<file path="src/rtl/keypad_scanner.sv">
// 4x4 matrix keypad scanner: walks one active-low row at a time, debounces
// single-key presses/releases on scan ticks and latches the key for a reader.
module keypad_scanner #(
    parameter int SCAN_TICKS     = 1000,
    parameter int DEBOUNCE_TICKS = 4
) (
    input  logic       clk,
    input  logic       reset,
    input  logic [3:0] cols,
    input  logic       key_read,
    output logic [3:0] rows,
    output logic [7:0] key_data,
    output logic       key_pressed
);
    localparam int PW = (SCAN_TICKS > 2) ? $clog2(SCAN_TICKS) : 1;
    localparam int DW = $clog2(DEBOUNCE_TICKS + 1);
    localparam logic [PW-1:0] PS_MAX = PW'(SCAN_TICKS - 1);

    typedef enum logic [1:0] {SCAN, DEBOUNCE, HELD, RELEASE} state_t;

    state_t        state;
    logic [3:0]    sync1, scols, pat, code;
    logic [PW-1:0] ps_cnt;
    logic [DW-1:0] db_cnt;
    logic [1:0]    row_idx, reg_col;
    logic          valid, overrun, tick, one_low, do_reg;

    function automatic logic [1:0] col_of(input logic [3:0] p);
        case (p)
            4'b1110: col_of = 2'd0;
            4'b1101: col_of = 2'd1;
            4'b1011: col_of = 2'd2;
            default: col_of = 2'd3;
        endcase
    endfunction

    always_ff @(posedge clk or posedge reset) begin
        if (reset) begin
            sync1  <= 4'hF;
            scols  <= 4'hF;
            ps_cnt <= '0;
        end else begin
            sync1  <= cols;
            scols  <= sync1;
            ps_cnt <= (ps_cnt == PS_MAX) ? '0 : ps_cnt + 1'b1;
        end
    end

    assign tick    = (ps_cnt == PS_MAX);
    assign one_low = (scols == 4'b1110) || (scols == 4'b1101) ||
                     (scols == 4'b1011) || (scols == 4'b0111);
    // In DEBOUNCE a registration implies scols == pat, so scols serves both cases
    assign reg_col = col_of(scols);
    assign do_reg  = tick &&
                     ((state == SCAN && one_low && DEBOUNCE_TICKS == 1) ||
                      (state == DEBOUNCE && scols == pat &&
                       int'(db_cnt) + 1 == DEBOUNCE_TICKS));

    always_ff @(posedge clk or posedge reset) begin
        if (reset) begin
            state       <= SCAN;
            row_idx     <= 2'd0;
            db_cnt      <= '0;
            pat         <= 4'hF;
            code        <= 4'h0;
            valid       <= 1'b0;
            overrun     <= 1'b0;
            key_pressed <= 1'b0;
        end else begin
            // Registration beats a coincident read; overrun only if the old key is unread
            if (do_reg) begin
                code    <= {row_idx, reg_col};
                overrun <= valid && !key_read;
                valid   <= 1'b1;
            end else if (key_read) begin
                valid   <= 1'b0;
                overrun <= 1'b0;
            end

            if (tick) begin
                case (state)
                    SCAN: begin
                        if (one_low) begin
                            pat <= scols;
                            if (DEBOUNCE_TICKS == 1) begin
                                state       <= HELD;
                                key_pressed <= 1'b1;
                            end else begin
                                db_cnt <= DW'(1);
                                state  <= DEBOUNCE;
                            end
                        end else begin
                            row_idx <= row_idx + 2'd1;
                        end
                    end
                    DEBOUNCE: begin
                        if (scols == pat) begin
                            if (int'(db_cnt) + 1 == DEBOUNCE_TICKS) begin
                                db_cnt      <= '0;
                                state       <= HELD;
                                key_pressed <= 1'b1;
                            end else begin
                                db_cnt <= db_cnt + 1'b1;
                            end
                        end else begin
                            db_cnt  <= '0;
                            row_idx <= row_idx + 2'd1;
                            state   <= SCAN;
                        end
                    end
                    HELD: begin
                        if (scols == 4'hF) begin
                            db_cnt <= DW'(1);
                            state  <= RELEASE;
                        end
                    end
                    RELEASE: begin
                        if (scols == 4'hF) begin
                            if (int'(db_cnt) + 1 >= DEBOUNCE_TICKS) begin
                                db_cnt      <= '0;
                                row_idx     <= row_idx + 2'd1;
                                state       <= SCAN;
                                key_pressed <= 1'b0;
                            end else begin
                                db_cnt <= db_cnt + 1'b1;
                            end
                        end else begin
                            db_cnt <= '0;
                            state  <= HELD;
                        end
                    end
                    default: state <= SCAN;
                endcase
            end
        end
    end

    assign rows     = ~(4'b0001 << row_idx);
    assign key_data = {valid, overrun, 2'b00, code};

endmodule

</file>
<file path="config.mk">
export PLATFORM = sky130hd
export DESIGN_NAME = keypad_scanner
export DESIGN_NICKNAME = d
export VERILOG_FILES = /design/src/rtl/keypad_scanner.sv
export SDC_FILE = /design/constraint.sdc
export NUM_CORES = 1
export LEC_CHECK = 0
export BUFFER_PORTS_ARGS = -buffer_cell sky130_fd_sc_hd__buf_2
export CAP_MARGIN = 40
export CORE_UTILIZATION = 50
export CTS_BUF_LIST = sky130_fd_sc_hd__clkbuf_16
export DETAILED_ROUTE_END_ITERATION = 8
export GPL_TIMING_DRIVEN = 1
export HOLD_SLACK_MARGIN = 0.12
export PLACE_DENSITY_LB_ADDON = 0.12
export SETUP_SLACK_MARGIN = 0.02
export SLEW_MARGIN = 0
export SYNTH_ARGS = -nofsm -noshare
export SYNTH_HDL_FRONTEND = slang
export SYNTH_SLANG_ARGS = --single-unit
</file>
<file path="constraint.sdc">
create_clock -name clk -period 5.8 [get_ports clk]
set_input_delay 1.16 -clock clk [delete_from_list [all_inputs] [get_ports clk]]
set_output_delay 1.16 -clock clk [all_outputs]
set_load 0.1 [all_outputs]
</file>
==> results.txt, run 1 <==
The flow ran to the end, and the final reports show no timing, DRC or antenna violations. The number of max-cap violations came out at 0. The post-route minimum period came out at 2.572 ns. The share of synthesized cell area in full adder, half adder and majority cells came out at 0.04283.

The pin count of the biggest net entering global routing came out at 37. Counting distinct cell types in the post-synthesis netlist gives 42. The routed wire length per instance came out at 12.45 um. Synthesis produced a netlist whose cell count is 164.

The arrival time at the worst endpoint is 1.41 ns. The number of sinks on the clock net is 36. The synthesis-to-finish area growth came out at 14.56%. Of the total synthesized cell area, the portion taken by AND, OR, NAND and NOR gates is 0.1449. In this run the worst setup path begins at row_idx[0]. The setup clock skew after layout is 0.005403 ns. In the routed design, unresolved DRC markers number 0. CTS placed an instance of clkbuf_16 at the clock tree root. The share of total power dissipated in the clock network is 0.510. The worst setup path is captured at an output pin. Dividing total power by cell area gives a power density of 284.2 nW/um^2. The number of nets in the finished design came out at 193.

Summed over all nets, the half-perimeter wirelength after detailed placement is 1.943 mm. The critical path required time is 4.64 ns. The global routing usage summed across all routing layers is 0.1787. The endpoint identified for the worst register-to-register timing path is code[1]. The antenna diode count is 0. The sequential element share of the synthesized area is 0.5225. The via count of the first global-routing pass is 1092.

The weighted congestion reported at the end of routability-driven placement is 0.7637. The share of flip-flops with an asynchronous set or reset is 1.000. The type of the most critical hold path is flop to flop. For this run, the leading register cell type out of synthesis is dfrtp_1.

The start of the worst register-to-register path is ps_cnt[0]. The number of placed I/O pins is 20. The slew at the pin with the worst max-slew slack came out at 0.7121 ns. The total core area came out at 3337 um^2. The proportion of power drawn by combinational gates came out at 0.032. Setup repair after global routing left no endpoint under its margin. No sink is reached through more buffers than the 2 on the longest clock path. After synthesis, the largest family of logic cells by area is simple AND/OR/NAND/NOR gates. The number of cells upsized or downsized after cts is 0. Of the available clock period, the critical path in the final layout requires 0.4434. Of the total power, the share spent switching nets is 0.1916. The first global-routing pass estimated 4.809 mm of wire.

STA classifies the critical path startpoint as a flop. The sum of internal, switching and leakage power came out at 570.8 uW. The post-synthesis sequential element count is 36. Buffers added to address setup during post-CTS repair amount to 0. The warning count from the yosys run came out at 0. After global routing the overflow that remains totals 0. The logic depth of the worst register-to-register path is 5. The area of the die is 3747 um^2.

The number of hold buffers added after CTS is 0. The row count came out at 21. The worst setup path is of the flop to output pin kind.

The compound-gate portion of the synthesized area came to 0.09565. Of all nets on the critical path, the largest fanout is 4. The highest layer touched by signal routing is met4. The number of port buffers is 17. The net switching power is 109.3 uW. The worst-case vdd ir drop is 0.0001756 V.

After synthesis the cells add up to 1753 um^2. The initial cell density of the core came out at 0.5253. The final max-slew violation count came out at 0. The average footprint of a synthesized cell came out at 10.69 um^2. The share of final-layout standard cells stronger than drive strength 1 came out at 0.2597.

The leakage power came out at 0.0009267 uW. The critical path endpoint is rows[0]. The initial antenna violation count is 0. The final-layout setup total negative slack came out at 0 ns.

The die extent in x is 61.21 um. For this block, wires on met1 add up to 1.215 mm. The count of flip-flops with a built-in enable after synthesis came out at 0. The met2 wire length is 1.438 mm. The TritonCTS buffer count is 5. The xor/xnor cell area share of the yosys netlist is 0.06995. The number of hold violations in the final report was 0. The maximum clock rate came out at 388.8 MHz. Setup violations remaining at the end of the flow were counted as 0. For this run, the detailed router's first-pass iteration total came to 4. The detailed route wirelength on metal3 came out at 136 um.

The setup slack of the most critical reg-to-reg path is 3.60 ns. The remaining max-slew budget at the tightest pin is 0.5212. The clock insertion delay at the later pin of the skew report came out at 0.28 ns.

After clock tree synthesis, the clock-pin slew on the worst setup and hold paths is 0.05 ns. TritonCTS built the clock tree. The portion of synthesized area spent on multiplexers is 0.05496. The detailed router finished its first iteration with 59 violations.

The share of total power dissipated in sequential elements is 0.457. The die height is 61.21 um. The via count came out at 1188.

The per-cell via count in the routed design came out at 5.233. Summed over all layers, the routed wires come to 2.826 mm. Internal power comes to 461.4 uW. The clock tree synthesis step divided the H-tree into 2 levels. The antenna violation net count after detailed routing came out at 0.
metal layers:
metal	up-vias	track usage
li1	582	-
met2	36	0.2981
met4	0	0.09091
met5	-	0
met3	5	0.05042
met1	565	0.2109
layout make-up:
type,instances,area (um^2)
clock inverters,3,37.54
repair buffers,19,100.1
multi-input cells,105,723.2
clock buffers,5,125.1
well taps,46,57.56
fillers,281,1329
inverters,13,48.80
flip-flops and latches,36,915.9
critical path, stage by stage (launching register included):
cell     delay, ns
dfrtp_1       0.37
inv_1         0.10
ha_1          0.21
inv_1         0.05
buf_2         0.41
how the worst min path moves through the flow:
stage	end	slack, ns	cells past startpoint	startpoint
3_5_place_dp	scols[0]	0.35	0	sync1[0]
2_1_floorplan	scols[0]	0.35	0	sync1[0]
3_3_place_gp	scols[3]	0.35	0	sync1[3]
5_1_grt	scols[1]	0.36	0	sync1[1]
4_1_cts	scols[0]	0.35	0	sync1[0]
6_report	scols[0]	0.35	0	sync1[0]
sequential cells by signal (all words and copies together), names as in the netlist:
register     count
ps_cnt          10
code             4
pat              4
scols            4
sync1            4
db_cnt           3
row_idx          2
state            2
key_pressed      1
overrun          1
valid            1
cell usage after synthesis, types with 5 or more instances:
cell / number / area (um^2)
dfrtp_1: 24 / 600.6
nor2_1: 16 / 60.06
inv_1: 13 / 48.80
dfstp_2: 12 / 315.3
nand2_1: 12 / 45.04
nand3_1: 10 / 50.05
xnor2_1: 8 / 70.07
o21ai_0: 7 / 35.03
ha_1: 6 / 75.07
xor2_1: 6 / 52.55
mux2_2: 5 / 56.30
power by group through the flow:
stage	Sequential, uW	Clock (uW)	Combinational (uW)
final	261	291	18.5
after global routing	261	309	20.8
after CTS	261	300	19.0
after detailed placement	265	0	18.8
after floorplan	261	0	18.9
after global placement	264	0	18.5
cells by family (layout without fill, tap and decap cells):
kind of cell | count (synthesis) | count (layout)
AO/OA/AOI/OAI | 24 | 24
XOR/XNOR | 14 | 14
adder cells (fa/ha/maj) | 6 | 6
buffers and inverters | 24 | 40
flip-flops | 36 | 36
multiplexers | 8 | 8
other | 1 | 2
AND/OR/NAND/NOR | 51 | 51
metrics by stage:
stage                     setup slack [ns]  instances    util  hold WS, ns  area (um^2)
after floorplan                      3.430        165       -       0.3452         1757
after global placement               3.560        219  0.5531       0.3467         1846
after detailed placement             3.513        219  0.5531       0.3468         1846
after CTS                            3.203        227  0.6018       0.3544         2008
after global routing                 3.166        227  0.6018       0.3552         2008
final                                3.228        227  0.6018       0.3536         2008
cells in the final DEF (no fill, tap or decap), drive strengths merged, types with 2 or more instances in the layout:
cell type | synthesis | layout
a2111oi | 2 | 2
a21oi | 3 | 3
buf | 9 | 19
clkbuf | 2 | 5
clkinv | 0 | 2
conb | 1 | 2
dfrtp | 24 | 24
dfstp | 12 | 12
ha | 6 | 6
inv | 13 | 13
mux2 | 7 | 7
nand2 | 12 | 12
nand3 | 10 | 10
nand4 | 2 | 2
nand4b | 2 | 2
nor2 | 16 | 16
o21ai | 7 | 7
o31ai | 4 | 4
xnor2 | 8 | 8
xor2 | 6 | 6
(Power assumes the default switching activity.)
==> run 2, diff against run 1 <==
==> constraint.sdc (replaced) <==
create_clock -name clk -period 2.1 [get_ports clk]
set_input_delay 0.42 -clock clk [delete_from_list [all_inputs] [get_ports clk]]
set_output_delay 0.42 -clock clk [all_outputs]
set_load 0.1 [all_outputs]
==> run 2 against run 1 <==
Combinational power rose to 3.0 times the previous value. Routed wire length increased by 5.2%. Critical endpoint is now row_idx[1]. Sequential cell count stayed put. Sequential share of layout area is 2.3 points lower. Highest routed layer unchanged.
==> results.txt, run 2 (same netlist as run 1, synthesis figures left out) <==
The share of the core filled with cells came out at 0.6333 (was 0.6018). The antenna violation net count after detailed routing came out at 0 (unchanged). The count of TritonRoute iterations in the first routing pass came to 4 (unchanged).

The wire length of the first global-routing pass came out at 5.037 mm (was 4.809 mm). The antenna diode count was 0 (unchanged). The TritonCTS buffer count came out at 5 (unchanged).

The worst-case vdd ir drop is 0.0005773 V (was 0.0001756 V). The register with the most flip-flops is ps_cnt (unchanged). The per-cell via count in the routed design came out at 5.134 (was 5.233).

The via count is 1222 (was 1188). The synthesis-to-finish area growth came out at 20.56% (was 14.56%). The number of hold buffers added after CTS was 0 (unchanged).

The total power density per cell area is 734.4 nW/um^2 (was 284.2 nW/um^2). The arrival time at the worst endpoint was 2.16 ns (was 1.41 ns). The initial antenna violation count was 0 (unchanged). The setup slack of the most critical reg-to-reg path came to 0.10 ns (was 3.60 ns). The leakage power is 0.0009834 uW (was 0.0009267 uW).

The number of cells in the finished layout apart from fillers is 238 (was 227). The clock edge transition at the registers on the reported setup and hold paths came out at 0.06 ns (was 0.05 ns). The type of the most critical hold path is primary input to asynchronous set/reset pin (was flop to flop). The critical path launch point type was a flop (unchanged). The category of the worst setup path capture point is a flop (was output pin).

The pin count of the biggest net entering global routing was 37 (unchanged). The total length of routed wires was 2.974 mm (was 2.826 mm). The TritonCTS clock tree was built (unchanged).

The worst-case clock buffer depth came out at 2 (unchanged). The setup violation total in the final timing report was 0 (unchanged). The sum of internal, switching and leakage power is 1552 uW (was 570.8 uW). The placed cell count is 230 (was 219). The flip-flop count of the largest register after layout came out at 10 (unchanged). The number of H-tree levels came to 2 (unchanged).

The HPWL after detailed placement is 2.140 mm (was 1.943 mm). The final max-slew violation count came to 0 (unchanged). The global route total overflow came out at 0 (unchanged). The number of hold violations in the final report is 0 (unchanged). Outcome: completed (unchanged). The area of the die is 3747 um^2 (unchanged). The global routing usage summed across all routing layers came to 0.1895 (was 0.1787).

The number of sinks on the clock net is 36 (unchanged). The die extent in x came out at 61.21 um (unchanged). The via count of the first global-routing pass came out at 1188 (was 1092).

The clock insertion delay at the later pin of the skew report came out at 0.28 ns (about the same). The weighted congestion reported at the end of routability-driven placement was 0.7772 (was 0.7637). The initial cell density of the core came out at 0.5253 (unchanged). The final-layout setup total negative slack was 0 ns (unchanged). The number of max-cap violations is 0 (unchanged).

The number of placed I/O pins came out at 20 (unchanged). The category of the most critical setup path is flop to flop (was flop to output pin). The largest fanout of any net on the critical path came out at 2 (was 4). The routed wire length per instance came out at 12.50 um (was 12.45 um). Highest-count cells in the layout ignoring fill and taps: dfrtp_1 (24), buf_2 (17), nor2_1 (16) (unchanged). The clock period could shrink to 1.998 ns. Dividing the final minimum period by the clock period gives 0.9513. The number of port buffers is 17 (unchanged). The maximum clock rate came out at 500.6 MHz. The setup clock skew after layout came out at 0.005817 ns (was 0.005403 ns). The critical path required time came out at 2.27 ns (was 4.64 ns). The number of remaining DRC errors came out at 0 (unchanged). The share of final-layout standard cells stronger than drive strength 1 came out at 0.3229 (was 0.2597). The most common library cell in the layout ignoring fill and taps is dfrtp_1 (unchanged). The number of nets in the finished design is 204 (was 193). The row count came to 21 (unchanged). Unrepaired setup endpoints after global routing: false (unchanged). The tightest hold margin came out at 0.2293 ns (was 0.3536 ns). The die height came to 61.21 um (unchanged). The DRC marker count from the first detailed-route iteration is 33 (was 59). The total core area is 3337 um^2 (unchanged).

The cell at the root of the clock tree was clkbuf_16 (unchanged).
run 2: cell count changes in the layout (fill, tap and decap cells not counted):
cell,delta
a311oi_2,+1
or4_1,-1
or4_4,+1
a311oi_1,-1
o21ai_0,-2
clkinv_1,-2
clkinv_2,+1
buf_4,+11
a2111oi_2,-1
clkbuf_16,+1
o21ai_1,+2
a2111oi_4,+1
clkinvlp_4,+1
bufinv_16,-1
run 2: final timing paths:
kind	start	cells past startpoint	end
worst max register to register	db_cnt[0]	6	row_idx[1]
worst max-delay path	db_cnt[0]	6	row_idx[1]
worst min register to register	sync1[3]	0	scols[3]
worst min-delay path	reset	3	ps_cnt[1]
max in group asynchronous	reset	3	pat[2]
min in group clk	cols[3]	1	sync1[3]
run 2: metrics by stage:
step	worst slack, ns	instance area [um^2]
after floorplan	0.03700	1757
after global placement	0.03767	1928
after detailed placement	0.02069	1928
after CTS	-0.02693	2095
after global routing	0.02247	2113
final	0.1023	2113
run 2: where the power goes:
group | switching, uW | internal, uW
sequential | 9.95 | 709
clock | 269 | 508
combinational | 38.6 | 16.5
run 2: layout make-up:
| class | instances | area, um^2 |
|---|---|---|
| multi-input combinational | 105 | 745.7 |
| tap | 46 | 57.56 |
| fill | 290 | 1224 |
| clock buffer | 6 | 150.1 |
| clock inverter | 2 | 12.51 |
| timing repair buffer | 30 | 182.7 |
| inverter | 13 | 48.80 |
| sequential | 36 | 915.9 |
run 2: what timing repair did:
item,CTS,global route
setup endpoints to repair,2,6
pin swaps,0,1
resized for setup,1,4
buffers inserted,0,0
cloned,0,0
run 2: worst max-delay path: stages (launching register included):
cell	delay, ns
dfrtp_1	0.39
ha_1	0.23
a21boi_0	0.13
a21o_1	0.20
and2_1	0.20
a2111oi_4	0.36
mux2_2	0.37
run 2: per-layer routing:
layer	global-route usage	up-vias	share of wire	wire length, um
met5	0	-	0	0
met4	0.09416	0	0.022	65
met3	0.06092	8	0.040	120
met2	0.3307	30	0.51	1503
met1	0.2068	581	0.43	1284
li1	-	603	-	-
==> run 3, diff against run 2 <==
--- a/config.mk
+++ b/config.mk
@@ -12,6 +12,7 @@
 export DETAILED_ROUTE_END_ITERATION = 8
 export GPL_TIMING_DRIVEN = 1
 export HOLD_SLACK_MARGIN = 0.12
+export MAX_ROUTING_LAYER = met4
 export PLACE_DENSITY_LB_ADDON = 0.12
 export SETUP_SLACK_MARGIN = 0.02
 export SLEW_MARGIN = 0
==> run 3 against run 2 <==
Setup slack improved by 0.00054 ns. Combinational power is essentially flat. Cell area is the same. Sequential cell count stayed put. Critical endpoint unchanged. Largest cell class unchanged. Sequential power about the same. Highest routed layer unchanged.
==> results.txt, run 3 (same netlist as run 1, synthesis figures left out) <==
Outcome: completed (unchanged). The category of the worst setup path capture point is a flop (unchanged). The flip-flop count of the largest register after layout came to 10 (unchanged). The maximum clock rate is 500.7 MHz (was 500.6 MHz).

The critical path launch point type is a flop (unchanged). The global routing usage summed across all routing layers was 0.1956 (was 0.1895). The final period utilization is 0.9510 (was 0.9513).

The number of max-cap violations came to 0 (unchanged). The number of placed I/O pins is 20 (unchanged). The count of TritonRoute iterations in the first routing pass is 4 (unchanged).

The via count was 1222 (unchanged). The routed wire length per instance came to 12.51 um (was 12.50 um). The number of hold buffers added after CTS is 0 (unchanged). The total length of routed wires is 2.977 mm (was 2.974 mm). The synthesis-to-finish area growth came to 20.56% (unchanged). The number of sinks on the clock net came out at 36 (unchanged).

The via count of the first global-routing pass is 1186 (was 1188). The global route total overflow is 0 (unchanged). The number of remaining DRC errors came to 0 (unchanged).

The arrival time at the worst endpoint came to 2.16 ns (about the same). The weighted congestion reported at the end of routability-driven placement is 0.7878 (was 0.7772). The tightest hold margin was 0.2289 ns (was 0.2293 ns). The slowest cell on the critical path is dfrtp_1 (unchanged). The antenna violation net count after detailed routing came to 0 (unchanged). The total core area came out at 3337 um^2 (unchanged). The layout filler cell count came to 290 (unchanged). The share of the core filled with cells was 0.6333 (unchanged). The initial cell density of the core came out at 0.5253 (unchanged). The critical path required time is 2.26 ns (was 2.27 ns). The post-layout instance area is 2113 um^2 (unchanged). The type of the most critical hold path is primary input to asynchronous set/reset pin (unchanged).

Worst-path cell chain: ha_1, a21boi_0, a21o_1, and2_1, a2111oi_4, mux2_2 (unchanged). The total buffers and inverters traversed by the critical path was 0 (unchanged). The area used by sequential logic in the layout is 915.9 um^2 (unchanged). The TritonCTS clock tree was built (unchanged). The post-route minimum period came out at 1.997 ns (was 1.998 ns). The cell at the root of the clock tree is clkbuf_16 (unchanged). The final max-slew violation count came out at 0 (unchanged). The gate family responsible for the most delay along the worst path is compound AO/OA/AOI/OAI gates (unchanged). The share of final-layout standard cells stronger than drive strength 1 came out at 0.3229 (unchanged). The multi-input gate area in the final layout came out at 745.7 um^2 (unchanged). The number of H-tree levels came out at 2 (unchanged).

The die height came out at 61.21 um (unchanged). The number of port buffers is 17 (unchanged). The number of nets in the finished design was 204 (unchanged).

The TritonCTS buffer count came out at 5 (unchanged). The initial antenna violation count is 0 (unchanged). The pin count of the biggest net entering global routing is 37 (unchanged). The sum of internal, switching and leakage power came out at 1551 uW (was 1552 uW). The leakage power came out at 0.0009834 uW (unchanged). The largest incremental delay on the critical path came out at 0.39 ns (about the same). The per-cell via count in the routed design came out at 5.134 (unchanged). Highest-count cells in the layout ignoring fill and taps: dfrtp_1 (24), buf_2 (17), nor2_1 (16) (unchanged). The row count is 21 (unchanged). The HPWL after detailed placement is 2.140 mm (unchanged). The wire length of the first global-routing pass came to 5.037 mm (unchanged). The clock insertion delay at the later pin of the skew report is 0.28 ns (about the same). The area of the die came out at 3747 um^2 (unchanged). The setup slack of the most critical reg-to-reg path came out at 0.10 ns (about the same). The setup clock skew after layout came out at 0.005381 ns (was 0.005817 ns). The total power density per cell area came out at 733.8 nW/um^2 (was 734.4 nW/um^2). The largest fanout of any net on the critical path is 2 (unchanged). The register with the most flip-flops is ps_cnt (unchanged). The die extent in x came out at 61.21 um (unchanged).

The final-layout setup total negative slack is 0 ns (unchanged). The post-CTS setup repair buffer count was 0 (unchanged). The post-detailed-placement cell area is 1928 um^2 (unchanged). The DRC marker count from the first detailed-route iteration is 49 (was 33). The worst-case vdd ir drop came out at 0.0005772 V (was 0.0005773 V). Unrepaired setup endpoints after global routing: false (unchanged). The number of hold violations in the final report is 0 (unchanged). The clock edge transition at the registers on the reported setup and hold paths is 0.06 ns (about the same). The most common library cell in the layout ignoring fill and taps was dfrtp_1 (unchanged). The antenna diode count was 0 (unchanged). The setup violation total in the final timing report is 0 (unchanged).

The category of the most critical setup path is flop to flop (unchanged). The worst-case clock buffer depth is 2 (unchanged).
## run 3: metal layers
| layer | GRT usage | share of wire |
|---|---|---|
| met5 | - | 0 |
| met4 | 0.09416 | 0.022 |
| met3 | 0.06092 | 0.041 |
| met2 | 0.3307 | 0.50 |
| met1 | 0.2068 | 0.43 |
## run 3: worst paths after layout
path,from,to,cells after the start
max reg2reg,db_cnt[0],row_idx[1],6
min reg2reg,sync1[3],scols[3],0
max,db_cnt[0],row_idx[1],6
min in group clk,cols[3],sync1[3],1
max in group asynchronous,reset,pat[2],3
min,reset,ps_cnt[1],3
## run 3: cell type report
cell class                      count  area share
Inverter                           13     0.02309
Multi-Input combinational cell    105      0.3529
Clock buffer                        6     0.07105
Clock inverter                      2    0.005921
Tap cell                           46     0.02724
Sequential cell                    36      0.4334
Timing Repair Buffer               30     0.08644
## run 3: repair_timing
| action | CTS | global route |
|---|---|---|
| gates resized for setup | 1 | 4 |
| pin swaps | 0 | 1 |
| endpoints found under the setup margin | 2 | 6 |
| endpoints found under the hold margin | 0 | 0 |
## run 3: metrics by stage
step	instances	worst slack (ns)
detailed placement	230	0.02069
finish	238	0.1028
CTS	238	-0.02693
floorplan	165	0.03700
global route	238	0.02247
global placement	230	0.03767
## run 3: power by group
group	switching [uW]	internal, uW	total [uW]
clock network	268	508	776
registers	9.95	709	719
logic	38.5	16.5	55.0
total	317	1230	1550
## run 3: worst register-to-register path: stages, from the launching register on
cell and delay (ns):
dfrtp_1 0.39, ha_1 0.23, a21boi_0 0.13, a21o_1 0.20
and2_1 0.20, a2111oi_4 0.36, mux2_2 0.38
